===== src/rtl/down_timer.sv =====
// down_timer
//   Loadable down-counting timer. A load starts the count from load_val. The count
//   then decrements on every clock where enable is high, and done pulses for one
//   cycle at expiry. In one-shot mode the timer stops at 0. In periodic mode it
//   reloads the start value and keeps running.
//
// Ports
//   clk       rising-edge clock
//   reset     asynchronous reset, active-low
//   load      load load_val and start (wins over stop and enable)
//   load_val  start / reload value, sampled with load
//   enable    decrement qualifier; low pauses the count
//   periodic  auto-reload mode, captured with load
//   stop      abort to IDLE, count frozen
//   count     current count (registered)
//   busy      high while RUN or PAUSE
//   done      one-cycle expiry pulse (registered)
//
// state   | meaning
// --------+------------------------------------------------------------
// S_IDLE  | not counting; count holds, enable ignored
// S_RUN   | counting; decrements on each enabled edge
// S_PAUSE | started but enable was low; count holds until enable returns

module down_timer #(
  parameter int WIDTH = 8
) (
  input  logic             clk,
  input  logic             reset,
  input  logic             load,
  input  logic [WIDTH-1:0] load_val,
  input  logic             enable,
  input  logic             periodic,
  input  logic             stop,
  output logic [WIDTH-1:0] count,
  output logic             busy,
  output logic             done
);

  localparam logic [1:0] S_IDLE  = 2'd0;
  localparam logic [1:0] S_RUN   = 2'd1;
  localparam logic [1:0] S_PAUSE = 2'd2;

  logic [1:0]       state, state_nx;
  logic [WIDTH-1:0] count_nx;
  logic [WIDTH-1:0] reload, reload_nx;
  logic             mode, mode_nx;
  logic             done_nx;

  always_comb begin
    state_nx  = state;
    count_nx  = count;
    reload_nx = reload;
    mode_nx   = mode;
    done_nx   = 1'b0;

    if (load) begin
      count_nx  = load_val;
      reload_nx = load_val;
      mode_nx   = periodic;
      // A zero start value has nothing to count, so it parks in IDLE without a done.
      if (load_val == '0)
        state_nx = S_IDLE;
      else if (enable)
        state_nx = S_RUN;
      else
        state_nx = S_PAUSE;
    end else if (stop) begin
      state_nx = S_IDLE;
    end else begin
      case (state)
        S_RUN, S_PAUSE: begin
          if (!enable) begin
            state_nx = S_PAUSE;
          end else if (count == '0) begin
            // Unreachable in normal operation; never decrement through zero.
            state_nx = S_IDLE;
          end else if (count == WIDTH'(1)) begin
            done_nx = 1'b1;
            if (mode) begin
              count_nx = reload;
              state_nx = S_RUN;
            end else begin
              count_nx = '0;
              state_nx = S_IDLE;
            end
          end else begin
            count_nx = count - WIDTH'(1);
            state_nx = S_RUN;
          end
        end
        S_IDLE:  state_nx = S_IDLE;
        default: state_nx = S_IDLE;
      endcase
    end
  end

  always_ff @(posedge clk or negedge reset) begin
    if (!reset) begin
      state  <= S_IDLE;
      count  <= '0;
      reload <= '0;
      mode   <= 1'b0;
      done   <= 1'b0;
    end else begin
      state  <= state_nx;
      count  <= count_nx;
      reload <= reload_nx;
      mode   <= mode_nx;
      done   <= done_nx;
    end
  end

  assign busy = (state != S_IDLE);

endmodule

===== config.mk =====
export PLATFORM = sky130hd
export DESIGN_NAME = down_timer
export DESIGN_NICKNAME = d
export VERILOG_FILES = /design/src/rtl/down_timer.sv
export SDC_FILE = /design/constraint.sdc
export NUM_CORES = 1
export LEC_CHECK = 0
export CAP_MARGIN = 10
export CORE_ASPECT_RATIO = 0.75
export CORE_MARGIN = 2
export CORE_UTILIZATION = 53
export CTS_BUF_LIST = sky130_fd_sc_hd__clkbuf_2
export DETAILED_ROUTE_END_ITERATION = 6
export PLACE_DENSITY = 0.93
export REMOVE_ABC_BUFFERS = 1
export SLEW_MARGIN = 10
export SYNTH_ARGS = -nofsm -noshare
export SYNTH_HDL_FRONTEND = slang
export SYNTH_SLANG_ARGS = --single-unit

===== constraint.sdc =====
create_clock -name clk -period 2.5 [get_ports clk]
set_input_delay 0.75 -clock clk [delete_from_list [all_inputs] [get_ports clk]]
set_output_delay 0.75 -clock clk [all_outputs]
set_load 0.005 [all_outputs]

==> impl_metrics.toml <==
[outcome]
status = "complete, no violations"

[grt]
grt_overflow = 0
grt_start_max_net_pins = 22
grt_pass1_vias = 1027
use_met3_pct = 5.97
top_usage_layer = "met2"
antenna_found_initial = 0
grt_pass1_wl_um = 4720
track_usage_pct = 23.7
met2_usage_pct = 36.7
met1_usage_pct = 34.4

[timing]
setup_viol = 0
slew_viol_final = 0
fin_tns_setup_ps = 0
tightest_slew_ps = 565
max_freq_mhz = 443
fin_skew_ps = 1.80
rsz0062_at_grt = "no"
finalCritPeriodShare_pct = 90.2
hold_viol = 0
period_minus_slack_ps = 2260
relSlewSlack_pct = 62.1

[route]
dr_total_vias = 1093
wire_per_inst_um = 16.4
post_drt_via_cell_ratio = 6.21
drtPass1Iterations = 4
drc_errors = 0
drt_iter0_drc = 67
ant_nets = 0
drt-total-wl_um = 2890

[clock_network]
cts_tree = "yes"
cts-root-buf = "clkbuf_2"
htreeDepth = 1
cts_resized = 0
clockBufferDepth = 2
cts.clk_slew.worst_paths_ps = 170
hold_buffers = 0
cts_buffers = 3
cts_num_sinks = 20
cts_setup_buffers = 0
clk_latency_ps = 310

[critical_path]
reg2reg_slack_ps = 480
cp-start-kind = "flop"
worst-setup-path-type = "flop to output pin"
critPathRequiredTime_ps = 1750
worstPathArrival_ps = 1510
cpPeakStageDelay_ps = 620
crit_buf_inv = 1
cp-end-kind = "output pin"
cpMaxStageDelayCell = "dfrtp_1"
path_cells = "clkdlybuf4s50_1"
crit_family = "flip-flops"
cp_max_fo = 10

[placed_design]
post-dp-hpwl_um = 2140
gp_congestion = 0.887
dpl.cell_count = 173
port_buffers = 23

[yosys]
synth-main-ff-cell = "dfrtp_1"
postSynthAreaPerCell_sq_um = 9.61
synthesis.area_sq_um = 1210
synth_edf_count = 0
yosys.area.top_type = "dfrtp_1"
synth_top_area_share_pct = 41.3
yosys_warnings = 0
netlist_instances = 126
synth_cell_type_count = 41
ys_seq_elements = 20
async_reset_ff_share_pct = 100
ys_seq_area_share_pct = 41.3
synth_area_leaders = "dfrtp_1, ha_1, mux2_2, nand2_1, inv_1"

[pwr]
p_sw_w = 0.000242
ir_worst_vdd_uv = 393
clockPowerShare_pct = 17.1
power.internal_w = 0.000504
p_sw_share_pct = 32.4
sequentialPowerShare_pct = 53.9
p_comb_share_pct = 29.0
p_per_area_nw_per_um2 = 498
p_total_w = 0.000746
leakagePower_nw = 0.632

[cells_and_area]
stdcell_count = 176
diodes = 0
drive_above_1_share_pct = 11.8
syn_to_final_growth_pct = 23.7
fin_nets = 172
fillers = 155

[floorplanning]
die_area_sq_um = 2690
pin_count = 24
fp.dieH_um = 45.4
start_util_pct = 58.1
rows = 14
die_x_um = 59.2
core_area_sq_um = 2080

[min_path]
worstHoldPathType = "flop to flop"

[job]
maxCapViolCount = 0
==> metrics by stage <==
stage | cell area [sq um] | hold WS, ps | setup slack, ps | utilization (%)
finish | 1500 | 530 | 245 | 71.8
detailed placement | 1480 | 495 | 262 | 71.1
global route | 1500 | 555 | 152 | 71.8
floorplan | 1180 | 454 | 606 | -
global placement | 1480 | 493 | 277 | 71.1
CTS | 1500 | 535 | 225 | 71.8
==> worst paths after layout <==
check,start,endpoint,cells past startpoint
setup reg to reg,count[0],count[4],6
hold reg to reg,reload[4],reload[4],1
min in group asynchronous,reset,count[7],2
max in group asynchronous,reset,count[3],2
setup / recovery,count[2],count[2],1
hold / removal,reload[4],reload[4],1
==> per-layer routing <==
layer / vias to the layer above / part of all wire [%]
li1: 520 / -
met1: 512 / 46
met2: 58 / 45
met3: 3 / 8.7
met4: 0 / 0.31
met5: - / 0
==> final cells by class <==
| cell class | instances | area (sq um) | share of cell area [%] |
|---|---|---|---|
| Multi-Input combinational cell | 90 | 643 | 42.9 |
| Timing Repair Buffer | 28 | 268 | 17.9 |
| Sequential cell | 20 | 500 | 33.4 |
| Clock buffer | 3 | 15.0 | 1.00 |
| Inverter | 11 | 41.3 | 2.76 |
| Tap cell | 24 | 30.0 | 2.01 |
==> synth_stat cells, drive strengths merged (2+ instances only) <==
| cell | instances |
|---|---|
| a21oi | 4 |
| nor4 | 3 |
| nand2 | 12 |
| and3b | 2 |
| dfrtp | 20 |
| o211a | 2 |
| clkbuf | 4 |
| o21ai | 10 |
| a221oi | 3 |
| or3 | 2 |
| nor3 | 4 |
| ha | 4 |
| o31ai | 3 |
| nand2b | 2 |
| nor2b | 2 |
| nor3b | 2 |
| mux2 | 4 |
| o2bb2ai | 4 |
| nor4b | 2 |
| nand3 | 2 |
| inv | 11 |
| nor2 | 9 |
==> power groups by stage <==
stage	Combinational (W)	Clock (W)	Sequential (W)
6_report	0.000216	0.000127	0.000402
5_1_grt	0.000239	0.000144	0.000407
4_1_cts	0.000216	0.000133	0.000400
3_5_place_dp	0.000214	0	0.000407
3_3_place_gp	0.000208	0	0.000404
2_1_floorplan	0.000110	0	0.000397
==> cells by family (layout without fill, tap and decap cells) <==
logic type | after synthesis | in the layout | synth area share (%)
adders and majority gates | 4 | 4 | 4.13
muxes | 4 | 4 | 3.72
xor gates and xnor gates | 1 | 1 | 0.723
and+or+nand+nor | 46 | 46 | 22.9
AOI/OAI and AO/OA | 35 | 35 | 21.6
DFF | 20 | 20 | 41.3
buffers and inverters | 16 | 42 | 5.58
==> registers in the layout, indices dropped and copies added (netlist names) <==
register	count
count	8
done	1
mode	1
reload	8
state	2
==> layout by cell type, fill, tap and decap left out, drive strengths merged, types with 5 or more instances in the layout <==
cell type      count
dfrtp             20
o21ai             10
buf                5
nand2             12
clkdlybuf4s50     23
nor2               9
inv               11
(Power assumes the default switching activity.)
